**src/rtl/motor_relu_seq_ctrl.sv**
```systemverilog
// ReLU sequencer for the motor MPC network: one shared ReLU lane
// walks a captured vector and publishes the result with an ap_done strobe.
module motor_relu_seq_ctrl #(
    parameter int N_ELEM = 3,
    parameter int W = 16,
    localparam int CNT_W = $clog2(N_ELEM + 1)
) (
    input  logic                ap_clk,
    input  logic                ap_rst,
    input  logic                ap_start,
    output logic                ap_ready,
    output logic                ap_idle,
    output logic                ap_done,
    input  logic [N_ELEM*W-1:0] p_read,
    output logic [N_ELEM*W-1:0] ap_return,
    output logic [CNT_W-1:0]    pos_count
);

    localparam int IDX_W = (N_ELEM > 1) ? $clog2(N_ELEM) : 1;
    localparam logic [IDX_W-1:0] IDX_LAST = IDX_W'(N_ELEM - 1);

    localparam logic [1:0] S_IDLE = 2'd0;
    localparam logic [1:0] S_RUN  = 2'd1;
    localparam logic [1:0] S_DONE = 2'd2;

    logic [1:0]       state;
    logic [IDX_W-1:0] idx;
    logic [CNT_W-1:0] cnt;
    logic [CNT_W-1:0] cnt_nxt;
    logic [W-1:0]     in_buf [N_ELEM];
    logic [W-1:0]     shadow [N_ELEM];
    logic [W-1:0]     shadow_nxt [N_ELEM];
    logic [W-1:0]     cur_x;
    logic [W-1:0]     cur_y;
    logic             cur_pos;
    logic             last;
    logic             accept;

    // Handshake outputs decoded straight from the state.
    always_comb begin
        accept   = ap_start && (state == S_IDLE || state == S_DONE);
        ap_ready = accept;
        ap_idle  = (state == S_IDLE);
        ap_done  = (state == S_DONE);
    end

    // Shared ReLU lane: positive means sign clear and nonzero.
    always_comb begin
        cur_x   = in_buf[idx];
        cur_pos = !cur_x[W-1] && (|cur_x[W-2:0]);
        cur_y   = cur_pos ? {1'b0, cur_x[W-2:0]} : '0;
        cnt_nxt = cnt + CNT_W'(cur_pos);
        last    = (idx == IDX_LAST);
    end

    // Shadow with the current lane result merged in, so the final
    // element is visible on the same edge the result is published.
    always_comb begin
        shadow_nxt      = shadow;
        shadow_nxt[idx] = cur_y;
    end

    // Control FSM: index walk and running positive count.
    always_ff @(posedge ap_clk or posedge ap_rst) begin
        if (ap_rst) begin
            state <= S_IDLE;
            idx   <= '0;
            cnt   <= '0;
        end else begin
            case (state)
                S_IDLE: begin
                    if (ap_start) begin
                        state <= S_RUN;
                        idx   <= '0;
                        cnt   <= '0;
                    end
                end
                S_RUN: begin
                    cnt <= cnt_nxt;
                    if (last) begin
                        state <= S_DONE;
                    end else begin
                        idx <= idx + IDX_W'(1);
                    end
                end
                S_DONE: begin
                    if (ap_start) begin
                        state <= S_RUN;
                        idx   <= '0;
                        cnt   <= '0;
                    end else begin
                        state <= S_IDLE;
                    end
                end
                default: state <= S_IDLE;
            endcase
        end
    end

    // Input capture on accept and per-element shadow fill during RUN.
    always_ff @(posedge ap_clk or posedge ap_rst) begin
        if (ap_rst) begin
            for (int i = 0; i < N_ELEM; i++) begin
                in_buf[i] <= '0;
                shadow[i] <= '0;
            end
        end else begin
            if (accept) begin
                for (int i = 0; i < N_ELEM; i++) begin
                    in_buf[i] <= p_read[i*W +: W];
                end
            end
            if (state == S_RUN) begin
                shadow <= shadow_nxt;
            end
        end
    end

    // Published result, updated only when a vector finishes.
    always_ff @(posedge ap_clk or posedge ap_rst) begin
        if (ap_rst) begin
            ap_return <= '0;
            pos_count <= '0;
        end else if (state == S_RUN && last) begin
            for (int i = 0; i < N_ELEM; i++) begin
                ap_return[i*W +: W] <= shadow_nxt[i];
            end
            pos_count <= cnt_nxt;
        end
    end

endmodule

```
**config.mk**
```make
export PLATFORM = sky130hd
export DESIGN_NAME = motor_relu_seq_ctrl
export DESIGN_NICKNAME = d
export VERILOG_FILES = /design/src/rtl/motor_relu_seq_ctrl.sv
export SDC_FILE = /design/constraint.sdc
export NUM_CORES = 1
export LEC_CHECK = 0
export ABC_AREA = 1
export BUFFER_PORTS_ARGS = -buffer_cell sky130_fd_sc_hd__clkbuf_2
export CAP_MARGIN = 25
export CELL_PAD_IN_SITES_DETAIL_PLACEMENT = 0
export CELL_PAD_IN_SITES_GLOBAL_PLACEMENT = 1
export CORE_ASPECT_RATIO = 0.8
export CORE_MARGIN = 8
export CORE_UTILIZATION = 33
export DETAILED_ROUTE_END_ITERATION = 10
export GPL_ROUTABILITY_DRIVEN = 1
export PLACE_DENSITY = 0.72
export SLEW_MARGIN = 40
export SYNTH_ARGS = -nofsm -noshare
export SYNTH_HDL_FRONTEND = slang
export SYNTH_SLANG_ARGS = --single-unit
```
**constraint.sdc**
```tcl
create_clock -name ap_clk -period 5.2 [get_ports ap_clk]
set_clock_uncertainty 0.05 [all_clocks]
set_input_delay 1.04 -clock ap_clk [delete_from_list [all_inputs] [get_ports ap_clk]]
set_output_delay 1.04 -clock ap_clk [all_outputs]
set_load 0.05 [all_outputs]
```
# Yosys cells after proc, flatten, opt, wreduce, memory -nomap -nowiden

Index checks and enable logic that the tools add are counted.
Widths: inputs -> output; s select.

Add/sub/neg operators: 2
$lt $le $gt $ge: 2
Eq/ne operators: 7
Multiplexer cells: 15
Bitwise operators: 1
Reduce and logical (&&, ||, !) cells: 13

Operator list:

| operator            | count |
|---|---|
| $bwmux 48           | 1 |
| $mux 16             | 3 |
| $bmux 16 s2         | 1 |
| $demux 16 s2        | 1 |
| $mux 15             | 1 |
| $reduce_or 15->1    | 1 |
| $mux 2              | 4 |
| $pmux 2 s2          | 2 |
| $ne 2x2->1 const B  | 3 |
| $pmux 2 s3          | 1 |
| $eq 2x2->1 const B  | 2 |
| $logic_and 1x1->1   | 4 |
| $reduce_and 2->1    | 2 |
| $ge 3x3->1 const B  | 1 |
| $lt 3x1->1 const B  | 1 |
| $not 2->3           | 1 |
| $reduce_and 3->1    | 1 |
| $add 2x1->2         | 1 |
| $add 2x1->2 const B | 1 |
| $eq 2x1->1 const B  | 1 |
| $logic_not 2->1     | 1 |
| $ne 2x1->1 const B  | 1 |
| $reduce_bool 2->1   | 1 |
| $reduce_or 2->1     | 1 |
| other kinds (3)     | 3 |

Register bits after elaboration: 152

# Longest topological paths before layout

Gate-level depths: netlist (run 1).

Word-level depth: 8
Mapped depth: 17
Mapped depth without buffers: 14

# Least setup slack after synthesis (run 1)

No wires, ideal clock.

Kind: input -> output
From: in ap_start
To: out ap_ready
Arrival: 2,130 ps
Required time: 4,110 ps
Setup slack: 1,980 ps
Cell stages on the path: 4
Buffers on the path: 2
Path through: nand2_1 > clkinv_1 > clkbuf_1 > clkbuf_1

Word-level cells in the longest chain between the ends: 1

RTL lines:

| what              | line | source |
|---|---|---|
| from (decl)       | 10   | `input logic ap_start,` |
| $logic_and 1x1->1 | 41   | `accept = ap_start && (state == S_IDLE \|\| state == S_DONE);` |
| to (decl)         | 11   | `output logic ap_ready,` |

No other way between the ends.

# Final worst setup path (run 1)

Ends and elaborated chain as after synthesis.

==> results.md, run 1 <==
* Final period util at a little over half
* Outcome: finished, final reports clean
* Die width at approximately 170 µm
* Startpoint class of the critical path: input pin
* Hold Crit Start: shadow[47]$_DFFE_PP0N_
* Final hold violations at 0
* Req. time, crit path at about 4.1 ns
* Setup CP Type: input pin to primary output
* Core ar. at around 19000 µm²
* Setup crit end kind: primary output
* Total CTS buffers at 17
* Pin count of the biggest net entering global routing at 80
* Register area at roughly 3400 µm²
* Hold buffer count at cts at 0
* Clk sinks at about 140
* Final setup viols at 0
* Die area at roughly 24000 µm²
* Area Growth Syn to Fin at 19.9%
* CP Data Arrival Time at 1.74 ns
* WL per Instance at 14.7 µm
* CP startpoint: ap_start
* Maximum VDD drop at ~0.34 mV
* Reg clk slew, reported paths at roughly 0.050 ns
* Number of synthesized flops with an enable pin at 0
* Syn Nets at 800
* Gr ovfl total at 0
* CP dominant cell by count: clkbuf_2
* TNS Setup at 0 ns
* 1st-pass router iterations at 4
* Highest-delay cell along the critical path: buf_4
* Antenna-violating nets left at 0
* Fin Hold WS at 0.415 ns
* CTS tree: yes
* Total GRT Usage at 14.1%
* Pwr Density at about 740 nW/µm²
* Layout net count at 889
* Number of global-route vias before repair at between 4000 and 5000
* Util after Layout at between 40 and 50%
* Most common cell after layout, fill and taps aside: nand2_1
* Worst path top cell family by delay: buffers and inverters
* Post-CTS Resized at 0
* First-pass GRT wire length at around 27000 µm
* Buf+Inv Stages, Crit Path at 4
* R2R Path Start: idx[1]$_DFFE_PP0P_
* Vias per cell at 4.41
* Clock Tree Buf Depth at 2
* Area of the multi-input gates at between 2000 and 2500 µm²
* CP max FO at 21
* GPL Wtd Cong at approximately 0.71
* Ys async rst share at 100%
* Static Leak at roughly 4 nW
* Tot Pwr at 5.63 mW
* Starting density of the core at approximately a third
* Rel. slew slack at between 50% and 60%
* Port bufs at 103
* Row count at 45
* Most frequent cells in the layout: 252 x nand2_1, 135 x dfrtp_1, 103 x clkbuf_2
* Average size of a mapped cell at between 8 and 9 µm²
* Fraction of layout cells with a size suffix above 1 at ~23%
* Slew Viols, Final at 0
* Htree depth at 4
* Diodes inserted at 0
* Final Critical Period at approximately 2.8 ns
* Hold Path Class: flip-flop to flip-flop
* Antenna violations before repair at 0
* #FFs+latches synth at 136
* Setup Buffers After CTS at 0
* Die H at approximately 140 µm
* Unique masters post-synth at 30
* Gate count after technology mapping at ~750
* DP Wirelength at 11100 µm
* Place WS at approximately 2.4 ns
* Vias at 4868
* RSZ-0062 raised after global routing: false
* Mapped cell area at roughly 6300 µm²
* Post-synthesis sequential area ratio at about 54%
* Crit-path max cell delay at 0.25 ns
* Worst slew pin tran at slightly below 0.7 ns
* Clk_lat worst skew at roughly 0.42 ns
* Drt initial violations at 214
* Primary FF master, synth: dfrtp_1
* Ports at ~100
* # DRC at 0
* Fill count at 2007
* Synth warn at 0
* Routed Wire Length at 16200 µm
* Root Buffer: clkbuf_16
* Fmax at ~350 MHz
* Final worst setup slack at around 2.4 ns
* CP Cell Sequence: clkbuf_2 > nand2_1 > buf_4 > inv_2 > clkbuf_2
* Maxcap violations at 0
## cell type report
type,instances,share of cell area [%]
Clock buffer,18,5.77
Clock inverter,13,1.73
Inverter,76,3.91
Multi-Input combinational cell,493,32.0
Sequential cell,136,44.8
Tap cell,258,4.24
Timing Repair Buffer,110,7.62
## final timing paths
check | end | slack, ns | depth (start not counted)
max reg2reg | pos_count[1]$_DFFE_PP0P_ | 2.60 | 14
min reg2reg | shadow[47]$_DFFE_PP0N_ | 0.42 | 2
max in group asynchronous | shadow[41]$_DFFE_PP0N_ | 3.44 | 3
min | shadow[47]$_DFFE_PP0N_ | 0.42 | 2
min in group asynchronous | in_buf[46]$_DFFE_PP0P_ | 0.69 | 2
max | ap_ready | 2.37 | 5
## layer usage
metal	up-vias	routed length (µm)	track usage [%]
li1	2487	-	-
met1	2262	8100	19.8
met2	103	6890	20.4
met3	16	1050	5.20
met4	0	144	2.97
met5	-	0	0
## worst min-delay path, stage by stage (launching register included)
cell and delay, ns:
dfrtp_1 0.34, nand2_1 0.05, inv_1 0.04
## power by group
group | switching, mW | leakage (nW) | internal (mW)
clock | 0.460 | 0.269 | 0.710
sequential | 0.242 | 1.73 | 1.49
combinational | 1.97 | 2.08 | 0.757
## stage by stage
step | instances | instance area, µm²
2_1_floorplan | 745 | 6340
3_3_place_gp | 1072 | 7010
3_5_place_dp | 1073 | 7030
4_1_cts | 1104 | 7600
5_1_grt | 1104 | 7610
6_report | 1104 | 7610
## state kept, by name, summed over array words and instances (netlist names)
name	cells
ap_return	48
cnt	2
idx	2
in_buf	48
pos_count	2
shadow	32
state	2
## kinds of logic after synthesis
logic type                 Yosys count  share of synthesized area, %
adders and majority gates            4                         0.789
AOI/OAI and AO/OA                   91                          7.38
and+or+nand+nor                    382                          27.4
xor gates and xnor gates             1                         0.138
DFF                                136                          53.7
buffers and inverters              116                          8.25
muxes                               15                          2.37
## synth_stat cells (13+ instances only)
cell type	n	area, µm²
nand3_1	20	100
o21ai_0	48	240
dfrtp_1	136	3400
clkbuf_1	29	109
nor2_1	56	210
nand2_2	13	81.3
nand2_1	253	950
a21oi_1	20	100
mux2i_1	15	150
o21ai_1	21	105
inv_1	70	263
Power figures use the tool's default switching activity.
==> run 2: changes to the inputs <==
PLACE_DENSITY = 0.74   (was 0.72)
clock period = 2.5 ns   (was 5.2 ns; I/O delays follow)
==> run 2 against run 1 <==
  * Total power increased by 110%
  * Hold slack lost 0.37 ns
  * Cell count grew 1.2%
  * Clock-buffer cell count fell by 1
  * Die area did not move
  * Flip-flop and latch count stayed put
  * Utilization rose by 0.84 points
  * Register-to-register slack got worse by 2.3 ns
  * Sequential power is 110% higher
  * Critical path depth up 8
  * Worst setup slack worse by 2.1 ns
  * Critical endpoint is now ap_return[18]$_DFFE_PP0P_
==> results.md, run 2 (synthesis gave the netlist of run 1 again) <==
* TNS Setup at 0 ns (unchanged)
* Final Critical Period at about 2.2 ns
* Biggest regs: ap_return (48), in_buf (48), shadow (32)
* Core ar. at 18900 µm² (unchanged)
* Worst path top cell family by delay: simple AND/OR/NAND/NOR gates
* WL per Instance at 14.8 µm (+0.75%)
* Outcome: finished, final reports clean
* Reg clk slew, reported paths at 0.06 ns (about the same)
* Clk_lat worst skew at 0.43 ns (about the same)
* # DRC at 0 (unchanged)
* Row count at 45 (unchanged)
* Req. time, crit path at 2.77 ns (-1.34 ns)
* Gr ovfl total at 0 (unchanged)
* Util after Layout at 41.1% (+0.84 points)
* Clock Tree Buf Depth at 2 (unchanged)
* Buf+Inv Stages, Crit Path at 2 (-2)
* M3 GR Usage at 4.52% (-0.67 points)
* Clk sinks at 136 (unchanged)
* CP max FO at 12 (-43%)
* Global routing's busiest layer: met2
* Diodes inserted at 0 (unchanged)
* CP Data Arrival Time at 2.51 ns (+0.77 ns)
* Highest-delay cell along the critical path: dfrtp_2
* GPL Wtd Cong at 0.772 (+9.0%)
* Post-Layout Cell Count at 1117 (+1.2%)
* Setup crit end kind: flip-flop
* Fin Hold WS at 0.0500 ns (-0.365 ns)
* Final setup viols at 0 (unchanged)
* Htree depth at 4 (unchanged)
* CP dominant cell by count: nand2_1
* Most common cell after layout, fill and taps aside: nand2_1
* 1st-pass router iterations at 5 (+1)
* Most frequent cells in the layout: 252 x nand2_1, 135 x dfrtp_1, 102 x clkbuf_2
* Die width at 171 µm (unchanged)
* Starting density of the core at 33.5% (unchanged)
* RSZ-0062 raised after global routing: false
* Final period util at between 80% and 90%
* Final hold violations at 0 (unchanged)
* Placed insts at 1082 (+0.84%)
* Vias per cell at 4.44 (+0.68%)
* Root Buffer: clkbuf_16
* Total GRT Usage at 14.4% (+0.26 points)
* Routed Wire Length at 16500 µm (+1.9%)
* Drt initial violations at 292 (+36%)
* Rel. slew slack at 65.4% (+11 points)
* Antenna-violating nets left at 0 (unchanged)
* Port bufs at 103 (unchanged)
* Pwr Density at 1540 nW/µm² (+110%)
* Die area at 23900 µm² (unchanged)
* Layout net count at 901 (+1.3%)
* Total CTS buffers at 17 (unchanged)
* Die H at 140 µm (unchanged)
* CTS tree: yes
* Area Growth Syn to Fin at 22.5%
* Pin count of the biggest net entering global routing at 75 (-6.3%)
* Static Leak at 4.16 nW (+2.2%)
* Tot Pwr at 11.9 mW (+110%)
* Maximum VDD drop at 0.528 mV (+57%)
* Fraction of layout cells with a size suffix above 1 at 24.2% (+1.0 points)
* Met1 GRT Util at 19.9% (+0.091 points)
* Number of global-route vias before repair at 5029 (+2.7%)
* CP Cell Sequence: buf_4 > nand2_1 > nand3_1 > nand2_1 > nor2_1 > nand2_1 > nor2_2 > nand2_4 > buf_12 > nand3_1 > nand2_1 > nand2_1 > nand2_1
* Startpoint class of the critical path: flip-flop
* Fmax at 446 MHz
* DP Wirelength at 11600 µm (+4.1%)
* Ports at 104 (unchanged)
* Antenna violations before repair at 0 (unchanged)
* Hold Path Class: input pin to async pin
* Hold buffer count at cts at 0 (unchanged)
* First-pass GRT wire length at 26900 µm (+1.4%)
* Setup CP Type: flip-flop to flip-flop
* Slew Viols, Final at 0 (unchanged)
* Worst slew pin tran at 0.518 ns (-0.166 ns)
* Maxcap violations at 0 (unchanged)
* GRT met2 Usage at 20.8% (+0.33 points)
* Vias at 4959 (+1.9%)
* Crit-path max cell delay at 0.50 ns (+0.25 ns)
-- run 2: final timing paths --
path                                        startpoint                   endpoint  slack, ns  cells past startpoint
worst max register to register      idx[0]$_DFFE_PP0P_  ap_return[18]$_DFFE_PP0P_       0.26                     13
worst min register to register  shadow[47]$_DFFE_PP0N_     shadow[47]$_DFFE_PP0N_       0.42                      2
worst max-delay path                idx[0]$_DFFE_PP0P_  ap_return[18]$_DFFE_PP0P_       0.26                     13
min in group ap_clk                         p_read[38]      in_buf[6]$_DFFE_PP0P_       0.22                      3
worst min-delay path                            ap_rst     in_buf[24]$_DFFE_PP0P_       0.05                      2
max in group asynchronous                       ap_rst  ap_return[13]$_DFFE_PP0P_       1.67                      3
-- run 2: where the power goes --
group          total [mW]  leakage [nW]  switching (mW)  internal (mW)
clock                2.53         0.285            1.04           1.49
combinational        5.81          2.15            4.15           1.66
sequential           3.59          1.73           0.478           3.11
total                11.9          4.16            5.67           6.25
-- run 2: through the flow --
step / area [µm²] / setup WS, ns
4_1_cts: 7730 / 0.0328
3_5_place_dp: 7140 / 0.0388
6_report: 7770 / 0.259
2_1_floorplan: 6350 / 0.257
5_1_grt: 7770 / 0.0542
3_3_place_gp: 7140 / 0.0998
-- run 2: routing by layer --
| layer | up-vias | part of all wire, % |
|---|---|---|
| met5 | - | 0 |
| met4 | 0 | 1.4 |
| met3 | 17 | 5.4 |
| met2 | 90 | 42 |
| met1 | 2338 | 51 |
| li1 | 2514 | - |
-- run 2: repair_timing --
action,CTS,global route
resized for setup,0,1
setup endpoints to repair,0,26
buffers inserted,0,3
-- run 2: layout make-up --
cell class,instances,area (µm²)
fill,1963,11200
sequential,136,3400
multi-input combinational,493,2430
timing repair buffer,122,723
clock buffer,17,425
tap,258,323
inverter,76,297
clock inverter,15,164
